### src/rtl/mips_pkg.sv
// Shared encodings for the multi-cycle MIPS controller: opcodes, functs, ALU ops,
// FSM state codes and datapath select codes.
package mips_pkg;

  localparam logic [5:0] OP_RTYPE = 6'h00;
  localparam logic [5:0] OP_J     = 6'h02;
  localparam logic [5:0] OP_JAL   = 6'h03;
  localparam logic [5:0] OP_BEQ   = 6'h04;
  localparam logic [5:0] OP_BNE   = 6'h05;
  localparam logic [5:0] OP_ADDI  = 6'h08;
  localparam logic [5:0] OP_ADDIU = 6'h09;
  localparam logic [5:0] OP_SLTI  = 6'h0A;
  localparam logic [5:0] OP_ANDI  = 6'h0C;
  localparam logic [5:0] OP_ORI   = 6'h0D;
  localparam logic [5:0] OP_LUI   = 6'h0F;
  localparam logic [5:0] OP_LW    = 6'h23;
  localparam logic [5:0] OP_SW    = 6'h2B;

  localparam logic [5:0] FN_SLL  = 6'h00;
  localparam logic [5:0] FN_SRL  = 6'h02;
  localparam logic [5:0] FN_JR   = 6'h08;
  localparam logic [5:0] FN_ADDU = 6'h21;
  localparam logic [5:0] FN_SUBU = 6'h23;
  localparam logic [5:0] FN_AND  = 6'h24;
  localparam logic [5:0] FN_OR   = 6'h25;
  localparam logic [5:0] FN_SLT  = 6'h2A;

  typedef enum logic [2:0] {
    ALU_ADD = 3'd0, ALU_SUB = 3'd1, ALU_AND = 3'd2, ALU_OR  = 3'd3,
    ALU_SLT = 3'd4, ALU_SLL = 3'd5, ALU_SRL = 3'd6, ALU_LUI = 3'd7
  } aluOp_t;

  typedef enum logic [3:0] {
    S_FETCH    = 4'd0,  S_DECODE = 4'd1,  S_EXE_R  = 4'd2,  S_EXE_I = 4'd3,
    S_WB_ALU   = 4'd4,  S_MEM_ADDR = 4'd5, S_MEM_RD = 4'd6, S_MEM_WR = 4'd7,
    S_WB_MEM   = 4'd8,  S_BRANCH = 4'd9,  S_JUMP   = 4'd10, S_JAL   = 4'd11,
    S_JR       = 4'd12
  } state_t;

  typedef enum logic [2:0] {
    CLS_R = 3'd0, CLS_JR = 3'd1, CLS_I = 3'd2, CLS_MEM = 3'd3,
    CLS_BR = 3'd4, CLS_J = 3'd5, CLS_JAL = 3'd6, CLS_ILL = 3'd7
  } instrCls_t;

  localparam logic [1:0] PC_ALU    = 2'b00;
  localparam logic [1:0] PC_ALUOUT = 2'b01;
  localparam logic [1:0] PC_JUMP   = 2'b10;
  localparam logic [1:0] PC_RS     = 2'b11;

  localparam logic [1:0] RD_RT  = 2'b00;
  localparam logic [1:0] RD_RD  = 2'b01;
  localparam logic [1:0] RD_R31 = 2'b10;

  localparam logic [1:0] M2R_ALUOUT = 2'b00;
  localparam logic [1:0] M2R_MDR    = 2'b01;
  localparam logic [1:0] M2R_PC     = 2'b10;

  localparam logic [1:0] SRCB_RT    = 2'b00;
  localparam logic [1:0] SRCB_FOUR  = 2'b01;
  localparam logic [1:0] SRCB_IMM   = 2'b10;
  localparam logic [1:0] SRCB_IMMSH = 2'b11;

  localparam logic [1:0] EXT_ZERO = 2'b00;
  localparam logic [1:0] EXT_SIGN = 2'b01;
  localparam logic [1:0] EXT_LUI  = 2'b10;

  // States that own the memory port and therefore run the watchdog.
  function automatic logic isMemState(input state_t s);
    return (s == S_FETCH) || (s == S_MEM_RD) || (s == S_MEM_WR);
  endfunction

endpackage

### src/rtl/mips_alu_dec.sv
// Combinational instruction classifier: OpCode/Funct -> instruction class,
// ALU op for R- and I-type execution, immediate extension mode and illegal flag.
module mips_alu_dec
  import mips_pkg::*;
(
  input  logic [5:0] OpCode,
  input  logic [5:0] Funct,
  output instrCls_t  instrCls,
  output aluOp_t     aluR,
  output aluOp_t     aluI,
  output logic [1:0] extI,
  output logic       illegal
);

  // Decode opcode/funct into class and per-class ALU/extender controls.
  always_comb begin
    instrCls = CLS_ILL;
    aluR     = ALU_ADD;
    aluI     = ALU_ADD;
    extI     = EXT_SIGN;
    case (OpCode)
      OP_RTYPE: begin
        case (Funct)
          FN_ADDU: begin instrCls = CLS_R; aluR = ALU_ADD; end
          FN_SUBU: begin instrCls = CLS_R; aluR = ALU_SUB; end
          FN_AND:  begin instrCls = CLS_R; aluR = ALU_AND; end
          FN_OR:   begin instrCls = CLS_R; aluR = ALU_OR;  end
          FN_SLT:  begin instrCls = CLS_R; aluR = ALU_SLT; end
          FN_SLL:  begin instrCls = CLS_R; aluR = ALU_SLL; end
          FN_SRL:  begin instrCls = CLS_R; aluR = ALU_SRL; end
          FN_JR:   instrCls = CLS_JR;
          default: instrCls = CLS_ILL;
        endcase
      end
      OP_ADDI, OP_ADDIU: instrCls = CLS_I;
      OP_SLTI: begin instrCls = CLS_I; aluI = ALU_SLT; end
      OP_ANDI: begin instrCls = CLS_I; aluI = ALU_AND; extI = EXT_ZERO; end
      OP_ORI:  begin instrCls = CLS_I; aluI = ALU_OR;  extI = EXT_ZERO; end
      OP_LUI:  begin instrCls = CLS_I; aluI = ALU_LUI; extI = EXT_LUI;  end
      OP_LW, OP_SW:   instrCls = CLS_MEM;
      OP_BEQ, OP_BNE: instrCls = CLS_BR;
      OP_J:    instrCls = CLS_J;
      OP_JAL:  instrCls = CLS_JAL;
      default: instrCls = CLS_ILL;
    endcase
  end

  assign illegal = (instrCls == CLS_ILL);

endmodule

### src/rtl/mips_mc_ctrl.sv
// Multi-cycle MIPS control FSM with shared memory port, ready handshake,
// watchdog abort and sticky IllegalOp/BusErr flags.
module mips_mc_ctrl
  import mips_pkg::*;
#(
  parameter int ALUCTRL_W = 5,
  parameter int MAX_WAIT  = 15,
  parameter int WAIT_W    = 4
) (
  input  logic                 Clk,
  input  logic                 Reset,
  input  logic [5:0]           OpCode,
  input  logic [5:0]           Funct,
  input  logic                 Zero,
  input  logic                 MemRdy,
  output logic                 MemReq,
  output logic                 MemW,
  output logic                 IorD,
  output logic                 IRWr,
  output logic                 PcWr,
  output logic [1:0]           PcSrc,
  output logic                 RegW,
  output logic [1:0]           RegDst,
  output logic [1:0]           Mem2R,
  output logic                 AluSrcA,
  output logic [1:0]           AluSrcB,
  output logic [1:0]           ExtOp,
  output logic [ALUCTRL_W-1:0] Aluctrl,
  output logic [3:0]           State,
  output logic                 IllegalOp,
  output logic                 BusErr
);

  localparam logic [WAIT_W-1:0] WAIT_LIM = WAIT_W'(MAX_WAIT);
  localparam logic [WAIT_W-1:0] WAIT_ONE = WAIT_W'(1);

  state_t            state;
  logic [WAIT_W-1:0] wdog;
  instrCls_t         instrCls;
  aluOp_t            aluR, aluI, aluOp;
  logic [1:0]        extI;
  logic              illegal;
  logic              memWait, timeout;

  mips_alu_dec uDec (
    .OpCode  (OpCode),
    .Funct   (Funct),
    .instrCls(instrCls),
    .aluR    (aluR),
    .aluI    (aluI),
    .extI    (extI),
    .illegal (illegal)
  );

  assign memWait = isMemState(state);
  assign timeout = memWait && !MemRdy && (wdog == WAIT_LIM);
  assign State   = state;
  assign Aluctrl = ALUCTRL_W'(aluOp);

  // Sequencer, watchdog and sticky flags; wdog is zero whenever not waiting, so every memory state starts fresh.
  always_ff @(posedge Clk or negedge Reset) begin
    if (!Reset) begin
      state     <= S_FETCH;
      wdog      <= '0;
      IllegalOp <= 1'b0;
      BusErr    <= 1'b0;
    end else begin
      if (memWait && !MemRdy && (wdog != WAIT_LIM)) wdog <= wdog + WAIT_ONE;
      else                                          wdog <= '0;
      if (timeout) BusErr <= 1'b1;
      case (state)
        S_FETCH:    state <= MemRdy ? S_DECODE : S_FETCH;
        S_DECODE: begin
          if (illegal) begin
            IllegalOp <= 1'b1;
            state     <= S_FETCH;
          end else begin
            case (instrCls)
              CLS_R:   state <= S_EXE_R;
              CLS_JR:  state <= S_JR;
              CLS_I:   state <= S_EXE_I;
              CLS_MEM: state <= S_MEM_ADDR;
              CLS_BR:  state <= S_BRANCH;
              CLS_J:   state <= S_JUMP;
              CLS_JAL: state <= S_JAL;
              default: state <= S_FETCH;
            endcase
          end
        end
        S_EXE_R, S_EXE_I: state <= S_WB_ALU;
        S_MEM_ADDR: state <= (OpCode == OP_LW) ? S_MEM_RD : S_MEM_WR;
        S_MEM_RD: begin
          if (MemRdy)       state <= S_WB_MEM;
          else if (timeout) state <= S_FETCH;
          else              state <= S_MEM_RD;
        end
        S_MEM_WR:   state <= (MemRdy || timeout) ? S_FETCH : S_MEM_WR;
        default:    state <= S_FETCH;
      endcase
    end
  end

  // Moore decode of state; commit strobes are qualified by MemRdy or Zero, and all held low in reset.
  always_comb begin
    MemReq  = 1'b0;
    MemW    = 1'b0;
    IorD    = 1'b0;
    IRWr    = 1'b0;
    PcWr    = 1'b0;
    PcSrc   = PC_ALU;
    RegW    = 1'b0;
    RegDst  = RD_RT;
    Mem2R   = M2R_ALUOUT;
    AluSrcA = 1'b0;
    AluSrcB = SRCB_RT;
    ExtOp   = EXT_ZERO;
    aluOp   = ALU_ADD;
    if (!Reset) begin
      MemReq = 1'b0;
    end else begin
      case (state)
        S_FETCH: begin
          MemReq  = 1'b1;
          AluSrcB = SRCB_FOUR;
          IRWr    = MemRdy;
          PcWr    = MemRdy;
        end
        S_DECODE: begin
          AluSrcB = SRCB_IMMSH;
          ExtOp   = EXT_SIGN;
        end
        S_EXE_R: begin
          AluSrcA = 1'b1;
          aluOp   = aluR;
        end
        S_EXE_I: begin
          AluSrcA = 1'b1;
          AluSrcB = SRCB_IMM;
          ExtOp   = extI;
          aluOp   = aluI;
        end
        S_WB_ALU: begin
          RegW   = 1'b1;
          RegDst = (OpCode == OP_RTYPE) ? RD_RD : RD_RT;
        end
        S_MEM_ADDR: begin
          AluSrcA = 1'b1;
          AluSrcB = SRCB_IMM;
          ExtOp   = EXT_SIGN;
        end
        S_MEM_RD: begin
          MemReq = 1'b1;
          IorD   = 1'b1;
        end
        S_MEM_WR: begin
          MemReq = 1'b1;
          MemW   = MemRdy;
          IorD   = 1'b1;
        end
        S_WB_MEM: begin
          RegW  = 1'b1;
          Mem2R = M2R_MDR;
        end
        S_BRANCH: begin
          AluSrcA = 1'b1;
          aluOp   = ALU_SUB;
          PcSrc   = PC_ALUOUT;
          PcWr    = (OpCode == OP_BEQ) ? Zero : !Zero;
        end
        S_JUMP: begin
          PcWr  = 1'b1;
          PcSrc = PC_JUMP;
        end
        S_JAL: begin
          PcWr   = 1'b1;
          PcSrc  = PC_JUMP;
          RegW   = 1'b1;
          RegDst = RD_R31;
          Mem2R  = M2R_PC;
        end
        S_JR: begin
          PcWr  = 1'b1;
          PcSrc = PC_RS;
        end
        default: MemReq = 1'b0;
      endcase
    end
  end

endmodule

### config.mk
export PLATFORM = sky130hd
export DESIGN_NAME = mips_mc_ctrl
export DESIGN_NICKNAME = d
export VERILOG_FILES = /design/src/rtl/mips_pkg.sv /design/src/rtl/mips_alu_dec.sv /design/src/rtl/mips_mc_ctrl.sv
export SDC_FILE = /design/constraint.sdc
export NUM_CORES = 1
export LEC_CHECK = 0
export ABC_AREA = 1
export CAP_MARGIN = 40
export CORE_MARGIN = 1
export CORE_UTILIZATION = 40
export DETAILED_ROUTE_END_ITERATION = 10
export PLACE_DENSITY = 0.76
export SETUP_SLACK_MARGIN = 0.1
export SLEW_MARGIN = 20
export SYNTH_ARGS = -nofsm -noshare
export SYNTH_HDL_FRONTEND = slang
export SYNTH_SLANG_ARGS = --single-unit
export TNS_END_PERCENT = 30
### constraint.sdc
create_clock -name Clk -period 1.5 [get_ports Clk]
set_input_delay 0.3 -clock Clk [delete_from_list [all_inputs] [get_ports Clk]]
set_output_delay 0.3 -clock Clk [all_outputs]
set_load 0.1 [all_outputs]
==> summary.txt, run 1 <==
Status
  • Run status: did not finish
  • Stopped at: global routing (5_1_grt)
  • Err: [ERROR GRT-0232] Routing congestion too high. Check the congestion heatmap in the GUI.

Placement
  • # placed instances: 315
  • Routability cong.: a little under 0.9
  • Hpwl dp: 3.600 mm
  • Port Buffers: just over 40

Yosys
  • Share of the synthesized area in the top cell type: between 20% and 30%
  • Synth area leader: dfrtp_1
  • Ys Warns: 0
  • Sequential area share after synthesis: 21.01%
  • Netlist Area Pre-Place: 1191 sq um
  • Avg Cell Area, Syn: 5.956 sq um
  • Synth top area cells: dfrtp_1, nor2_1, nand3_1
  • Post-Synthesis Cells: 200
  • FF+latch count, synth: 10
  • Unique cell type count in the Yosys netlist: 33

Global routing
  • Grt total ovfl: 110
  • GRT Util Overall: 76.61%
  • Largest net degree at the start of global routing: 8

Clocking
  • Htree depth: 1
  • CTS root buf: clkbuf_4
  • CTS buffer count: 3
  • CTS sink cnt: 10
  • Max Buffers Root-to-Sink: 2

Floorplan
  • Die width: 56.57 um
  • IO Count: 44
  • Initial Utilization: a little over two fifths
  • Die H: between 50 and 60 um
  • FP Rows: 19

Timing
  • Worst endpoint type: output port
  • Crit. endpoint post-GRT repair: Aluctrl[2]
==> cell usage after synthesis (all sizes together) <==
| master | number |
|---|---|
| a31oi | 2 |
| clkinv | 1 |
| or3b | 1 |
| nand2 | 40 |
| o21ai | 7 |
| nand4 | 2 |
| dfrtp | 10 |
| nand3b | 3 |
| nor2 | 50 |
| buf | 4 |
| nor3 | 3 |
| a21oi | 4 |
| o221ai | 1 |
| nor4 | 1 |
| o21bai | 1 |
| inv | 31 |
| xor2 | 1 |
| nand3 | 31 |
| o22ai | 1 |
| or2 | 2 |
| xnor2 | 1 |
| conb | 1 |
| ha | 1 |
| clkbuf | 1 |
==> kinds of logic after synthesis <==
kind of cell,Yosys count,share of synthesized area [%]
AOI/OAI and AO/OA,16,7.563
xor gates and xnor gates,2,1.471
adders and majority gates,1,1.050
buffers and inverters,37,13.23
DFF,10,21.01
other,1,0.3148
and+or+nand+nor,133,55.36
==> metal layers <==
metal,global-route usage [%],GRT overflow
met5,0,0
met4,90.24,31
met3,40.78,0
met2,106.4,78
met1,74.03,1
==> metrics by stage <==
stage	worst slack (ps)	setup TNS (ps)	hold slack (ps)	area [sq um]
floorplan	-809.9	-13140	4.409	1391
global placement	-623.1	-10570	450.0	2404
detailed placement	-680.7	-11960	477.8	2404
CTS	-534.5	-9870	223.9	2639
==> what timing repair did <==
item | CTS
hold endpoints to repair | 0
buffers inserted | 9
pin swaps | 24
endpoints found under the setup margin | 30
hold buffers | 0
resized for setup | 50
==> run 2, diff against run 1 <==
--- a/config.mk
+++ b/config.mk
@@ -7,11 +7,10 @@
 export LEC_CHECK = 0
 export ABC_AREA = 1
 export CAP_MARGIN = 40
-export CORE_MARGIN = 1
-export CORE_UTILIZATION = 40
+export CORE_AREA = 2 2 63 65
 export DETAILED_ROUTE_END_ITERATION = 10
-export PLACE_DENSITY = 0.76
-export SETUP_SLACK_MARGIN = 0.1
+export DIE_AREA = 0 0 65 67
+export PLACE_DENSITY_LB_ADDON = 0.15
 export SLEW_MARGIN = 20
 export SYNTH_ARGS = -nofsm -noshare
 export SYNTH_HDL_FRONTEND = slang
==> constraint.sdc (replaced) <==
create_clock -name Clk -period 2 [get_ports Clk]
set_input_delay 0.4 -clock Clk [delete_from_list [all_inputs] [get_ports Clk]]
set_output_delay 0.4 -clock Clk [all_outputs]
set_load 0.1 [all_outputs]
==> run 2 against run 1 <==
Effect of this change: the flow now finishes, with violations (setup timing); synthesized area stayed put; synthesized cell count stayed put.
==> summary.txt, run 2 <==
Yosys
  • Async SR Flop Fraction: 100.0% (unchanged)
  • Most common cell in the synthesized netlist: nor2_1
  • Avg Cell Area, Syn: 5.956 sq um (unchanged)
  • Synth top area cells: dfrtp_1, nor2_1, nand3_1
  • Synth area leader: dfrtp_1
  • Ys Warns: 0 (unchanged)
  • Unique cell type count in the Yosys netlist: 33 (unchanged)
  • Share of the synthesized area in the top cell type: 21.01% (unchanged)
  • Synth cell count leaders: nor2_1, nand2_1, inv_1
  • FF+latch count, synth: 10 (unchanged)
  • Netlist Area Pre-Place: 1191 sq um (unchanged)
  • EDFF count, synth: 0 (unchanged)
  • Prevailing post-synth register cell: dfrtp_1
  • Sequential area share after synthesis: 21.01% (unchanged)
  • Post-Synthesis Cells: 200 (unchanged)

Timing
  • Hold Worst Slack: 253.7 ps
  • Hold Vio Cnt, Final: 0
  • Tcrit/Tclk final: 107.5%
  • Final min period: between 2000 and 2500 ps
  • RSZ-0062 raised after global routing: true
  • Final Setup Violations: 9
  • Max Fclk: about 470 MHz
  • Slew Viols, Final: 0
  • Post-route setup slack: -149.4 ps
  • Clock skew: 2.914 ps

Layout
  • Final nets: about 300
  • # fillers: between 200 and 300
  • Commonest non-fill, non-tap cell in the layout: buf_4
  • Layout cells sized above 1: 52.46%
  • Non-Filler Instances: about 330
  • Layout Utilization: between 60 and 70%
  • Area Growth Syn to Fin: 110.8%
  • ANT cells: 0
  • Leading cell types in the layout, fill and taps excluded: buf_4, nand2_1, nor2_1

Clocking
  • CTS sink cnt: 10 (unchanged)
  • CTS tree: built
  • Max Buffers Root-to-Sink: 2 (unchanged)
  • CTS buffer count: 3 (unchanged)
  • Clk slew on worst S/H paths: about 50 ps
  • Htree depth: 1 (unchanged)
  • Clk_lat worst skew: 240 ps
  • CTS root buf: clkbuf_8

Global routing
  • Vias in the first global route: 1513
  • Antenna violations before repair: 0
  • Largest net degree at the start of global routing: 9
  • Global-route wire length before repair: 6.520 mm
  • Grt total ovfl: 0
  • GRT Util Overall: around a fifth

Floorplan
  • Die width: 65 um (+15%)
  • FP Rows: 22 (+3)
  • Initial Utilization: 33.03% (-9.8 points)
  • Core Area: ~3600 sq um
  • IO Count: 44 (unchanged)
  • Die area: ~4400 sq um
  • Die H: 67 um (+18%)

Drt
  • DR vias/cell: 4.657
  • Starting DRT DRC Count: 58
  • Pre-antenna DRT Iters: 4
  • Routed len/inst: 11.44 um
  • Vias: 1546
  • Number of remaining DRC errors: 0
  • Routed Wire Length: around 3.8 mm
  • Post-route ant nets: 0

Power
  • PD cells: 1032 nW/um^2
  • Switching share of power: between 50% and 60%
  • Comb power frac: about 76%
  • LEAKAGE: 0.001138 uW
  • Internal Pwr Total: about 1200 uW
  • Seq pwr share: 13.8%
  • Sw power: around 1400 uW
  • Clock share of power: ~9.8%
  • Maximum vdd drop: 761.3 uV

Worst setup path
  • Crit-path cells: clkdlybuf4s50_1, inv_2, nor2_1, nand3_1, nand2_2, nand2_1, a21oi_4, buf_12
  • Critical path arrival: ~1800 ps
  • CP peak stage delay: 520 ps
  • Startpoint Class: primary input
  • CP Data Required Time: ~1600 ps
  • Largest delay contributor family on the critical path: buffers and inverters
  • Slowest cell on crit path: clkdlybuf4s50_1
  • CP bufs+invs: 3
  • Worst setup path class: in2out
  • Crit. End Element: output pin
  • CP max FO: 3

Placement
  • Post-Place Setup Slack: -385.0 ps (+295.7 ps)
  • Routability cong.: 0.8060 (-8.0%)
  • Hpwl dp: 3.013 mm (-16%)
  • Port Buffers: 41 (unchanged)
  • # placed instances: 319 (+1.3%)

Status
  • Failing checks: setup timing
  • Run status: finished, violations left

Run
  • Max cap viols: 0

Min path
  • Worst Hold Class: in2async
run 2: cell counts after synthesis:
No cell type changed its count.
run 2: cell type report:
| cell class | instances | area, sq um | share of cell area (%) |
|---|---|---|---|
| clock buffers | 4 | 55.05 | 2.192 |
| multi-input cells | 154 | 1037 | 41.31 |
| repair buffers | 84 | 970.9 | 38.66 |
| well taps | 48 | 60.06 | 2.392 |
| flip-flops and latches | 10 | 265.3 | 10.56 |
| inverters | 32 | 122.6 | 4.883 |
run 2: what timing repair did:
action                     CTS  global route
setup buffers                5             4
resized for setup           39            17
pin swaps                   13            10
setup endpoints to repair   13            16
hold buffers                 0             0
run 2: per-stage QoR:
step           power (uW)  area, sq um  TNS [ps]
6_report             2592         2511    -669.3
5_1_grt              2717         2511     -1613
4_1_cts              2534         2452     -1005
3_5_place_dp         2187         2300     -2537
3_3_place_gp         2171         2300     -2109
2_1_floorplan        1532         1376     -4892
run 2: worst register-to-register path: stages (launching register included):
cell,delay [ps]
dfrtp_4,490
buf_6,150
nor2_4,130
buf_4,140
nand2_4,60
nand2_2,70
nand2_2,50
or2_1,230
nand2_1,80
o21ai_0,80
nor2_1,110
nand2_1,60
run 2: worst paths after layout:
| path | cells past startpoint | end | from | slack (ps) |
|---|---|---|---|---|
| setup / recovery | 8 | Aluctrl[2] | Funct[1] | -150 |
| hold / removal | 3 | State[2] | Reset | 250 |
| setup reg to reg | 11 | State[0] | State[3] | 240 |
| hold reg to reg | 2 | BusErr | BusErr | 460 |
| max in group asynchronous | 3 | State[1] | Reset | 1570 |
| min in group Clk | 2 | BusErr | BusErr | 460 |
run 2: routing by layer:
metal	vias to the layer above	global-route usage, %	share of wire [%]
met2	33	33.76	50
met5	-	0	0
met4	0	4.787	0.95
met3	5	2.027	4.1
met1	708	24.11	44
li1	800	-	-
run 2: kinds of logic after synthesis:
logic type               count (synthesis)  synth area share, %
buffers and inverters                   37                13.23
AO/OA/AOI/OAI                           16                7.563
other                                    1               0.3148
adder cells (fa/ha/maj)                  1                1.050
XOR/XNOR                                 2                1.471
AND/OR/NAND/NOR                        133                55.36
flip-flops                              10                21.01
run 2: power groups by stage:
stage	sequential, uW	clock (uW)	combinational (uW)
floorplan	551	0	982
global placement	355	0	1820
detailed placement	357	0	1830
CTS	353	263	1920
global route	361	271	2090
finish	358	254	1980
Power figures use the tool's default switching activity.
==> run 3, diff against run 2 <==
--- a/config.mk
+++ b/config.mk
@@ -7,9 +7,11 @@
 export LEC_CHECK = 0
 export ABC_AREA = 1
 export CAP_MARGIN = 40
-export CORE_AREA = 2 2 63 65
+export CELL_PAD_IN_SITES_DETAIL_PLACEMENT = 1
+export CELL_PAD_IN_SITES_GLOBAL_PLACEMENT = 2
+export CORE_MARGIN = 1
+export CORE_UTILIZATION = 22
 export DETAILED_ROUTE_END_ITERATION = 10
-export DIE_AREA = 0 0 65 67
 export PLACE_DENSITY_LB_ADDON = 0.15
 export SLEW_MARGIN = 20
 export SYNTH_ARGS = -nofsm -noshare
==> run 3 against run 2 <==
Effect of this change: the run still ends with setup timing left; core utilization fell by 19 points; via count rose by 1.7%; sequential power barely moved; largest cell class unchanged.
==> summary.txt, run 3 (synthesized netlist as in run 2, its figures left out) <==
Power
  • Total power: 2710 uW (+4.5%)
  • PD cells: 1035 nW/um^2 (+0.29%)
  • Clock share of power: 9.2% (-0.6 points)
  • Internal Pwr Total: 1235 uW (+5.9%)
  • Comb power frac: 77.5% (+1.1 points)
  • Sw power: 1475 uW (+3.4%)
  • Seq pwr share: 13.3% (-0.5 points)
  • Switching share of power: 54.43% (-0.60 points)
  • LEAKAGE: 0.001167 uW (+2.5%)
  • Maximum vdd drop: 655.1 uV (-14%)

Global routing
  • GRT Util Overall: 17.09% (-1.8 points)
  • Largest net degree at the start of global routing: 9 (unchanged)
  • Grt total ovfl: 0 (unchanged)
  • Vias in the first global route: 1665 (+10%)
  • Antenna violations before repair: 0 (unchanged)
  • Global-route wire length before repair: 7.541 mm (+16%)

Clocking
  • Max Buffers Root-to-Sink: 2 (unchanged)
  • Htree depth: 1 (unchanged)
  • CTS tree: built
  • CTS buffer count: 3 (unchanged)
  • Clk_lat worst skew: 230 ps (about the same)
  • CTS root buf: clkbuf_8
  • CTS sink cnt: 10 (unchanged)
  • Hold-fix buffers at CTS: 0 (unchanged)
  • Clk slew on worst S/H paths: 50 ps (about the same)

Timing
  • Final min period: 2139 ps (-10.54 ps)
  • Hold Vio Cnt, Final: 0 (unchanged)
  • Slew Viols, Final: 0 (unchanged)
  • Final Setup Violations: 8 (-1)
  • Tcrit/Tclk final: 106.9% (-0.53 points)
  • Post-route setup slack: -138.9 ps (+10.54 ps)
  • TNS Setup: -665.1 ps (+4.255 ps)
  • RSZ-0062 raised after global routing: true
  • Clock skew: 3.436 ps (+0.5218 ps)
  • Max Fclk: 467.5 MHz (+0.49%)

Floorplan
  • Core Area: 5172 sq um (+43%)
  • FP Rows: 26 (+18%)
  • Die area: 5712 sq um (+31%)
  • IO Count: 44 (unchanged)
  • Die width: 75.58 um (+16%)
  • Die H: 75.58 um (+13%)
  • Initial Utilization: 23.03% (-10 points)

Drt
  • Routed len/inst: 12.56 um (+9.8%)
  • Post-route ant nets: 0 (unchanged)
  • Starting DRT DRC Count: 26 (-55%)
  • Number of remaining DRC errors: 0 (unchanged)
  • Vias: 1572 (+1.7%)
  • Pre-antenna DRT Iters: 3 (-1)
  • DR vias/cell: 4.355 (-6.5%)
  • Routed Wire Length: 4.534 mm (+19%)

Layout
  • Final nets: 309 (+2.3%)
  • Commonest non-fill, non-tap cell in the layout: buf_4
  • Leading cell types in the layout, fill and taps excluded: buf_4, nor2_1, nand2_1
  • # fillers: 620 (+110%)
  • Layout cells sized above 1: 56.01% (+3.5 points)
  • Layout Utilization: 50.60% (-19 points)
  • Area Growth Syn to Fin: 119.7%
  • Non-Filler Instances: 361 (+8.7%)
  • ANT cells: 0 (unchanged)

Worst setup path
  • CP Data Required Time: 1600 ps (about the same)
  • CP peak stage delay: 510 ps (about the same)
  • Critical path arrival: 1740 ps (about the same)
  • Worst setup path class: reg2out
  • CP max FO: 5 (+2)
  • Flop2flop setup slack: 280 ps (+40 ps)
  • Crit-path cells: nor2_4, inv_4, nor4_4, nand2_2, a31oi_4, buf_12
  • Startpoint Class: register
  • Slowest cell on crit path: dfrtp_4
  • Crit. End Element: output pin

Placement
  • # placed instances: 346 (+8.5%)
  • Post-Place Setup Slack: -413.0 ps (-27.97 ps)
  • Hpwl dp: 3.847 mm (+28%)
  • Routability cong.: 0.7593 (-5.8%)
  • Port Buffers: 41 (unchanged)

Status
  • Failing checks: setup timing
  • Run status: finished, violations left

Min path
  • Worst Hold Class: in2async

Run
  • Max cap viols: 0 (unchanged)
==> run 3: cell types whose count changed in the layout (fill, tap and decap cells not counted), sizes merged <==
cell	change
clkdlybuf4s15	-1
dlymetal6s2s	-2
buf	+8
dlygate4sd2	+3
clkdlybuf4s50	-1
==> run 3: stage by stage <==
| step | cell area, sq um | hold WS, ps |
|---|---|---|
| floorplan | 1376 | 104.4 |
| global placement | 2365 | 449.1 |
| detailed placement | 2365 | 451.1 |
| CTS | 2559 | 331.0 |
| global route | 2618 | 344.1 |
| finish | 2618 | 317.1 |
==> run 3: cell type report <==
class | instances | area, sq um | area share (%)
inverters | 32 | 125.1 | 4.780
clock buffers | 4 | 55.05 | 2.103
repair buffers | 91 | 1010 | 38.58
well taps | 70 | 87.58 | 3.346
flip-flops and latches | 10 | 265.3 | 10.13
multi-input cells | 154 | 1075 | 41.06
==> run 3: critical path: cells and delay by family, from the launching register on <==
kind / cells / cell delay [ps]
AND/OR/NAND/NOR: 3 / 510
buffers and inverters: 2 / 250
AO/OA/AOI/OAI: 1 / 220
flip-flops: 1 / 510
==> run 3: layer usage <==
layer | global-route usage (%) | vias up | part of all wire, %
met5 | 0 | - | 0
met1 | 23.60 | 732 | 48
met3 | 1.190 | 2 | 1.9
met2 | 30.46 | 22 | 50
li1 | - | 816 | -
met4 | 1.235 | 0 | 0.20
==> run 3: power by group through the flow <==
stage | Sequential [uW] | Clock [uW] | Combinational, uW
after global routing | 369 | 264 | 2210
final | 360 | 249 | 2100
after global placement | 352 | 0 | 1880
after floorplan | 551 | 0 | 982
after detailed placement | 354 | 0 | 1910
after CTS | 361 | 256 | 2020
==> run 3: worst paths after layout <==
kind / startpoint / endpoint / cells past startpoint
worst max-delay path: State[2] / Aluctrl[0] / 6
worst min-delay path: Reset / BusErr / 2
worst min register to register: BusErr / BusErr / 2
worst max register to register: State[3] / State[2] / 11
max in group asynchronous: Reset / State[0] / 3
min in group Clk: BusErr / BusErr / 2
==> run 3: repair_timing <==
item | 4_1_cts | 5_1_grt
pin swaps | 12 | 5
hold endpoints to repair | 0 | 0
setup endpoints to repair | 19 | 16
setup buffers | 8 | 3
gates resized for setup | 51 | 16
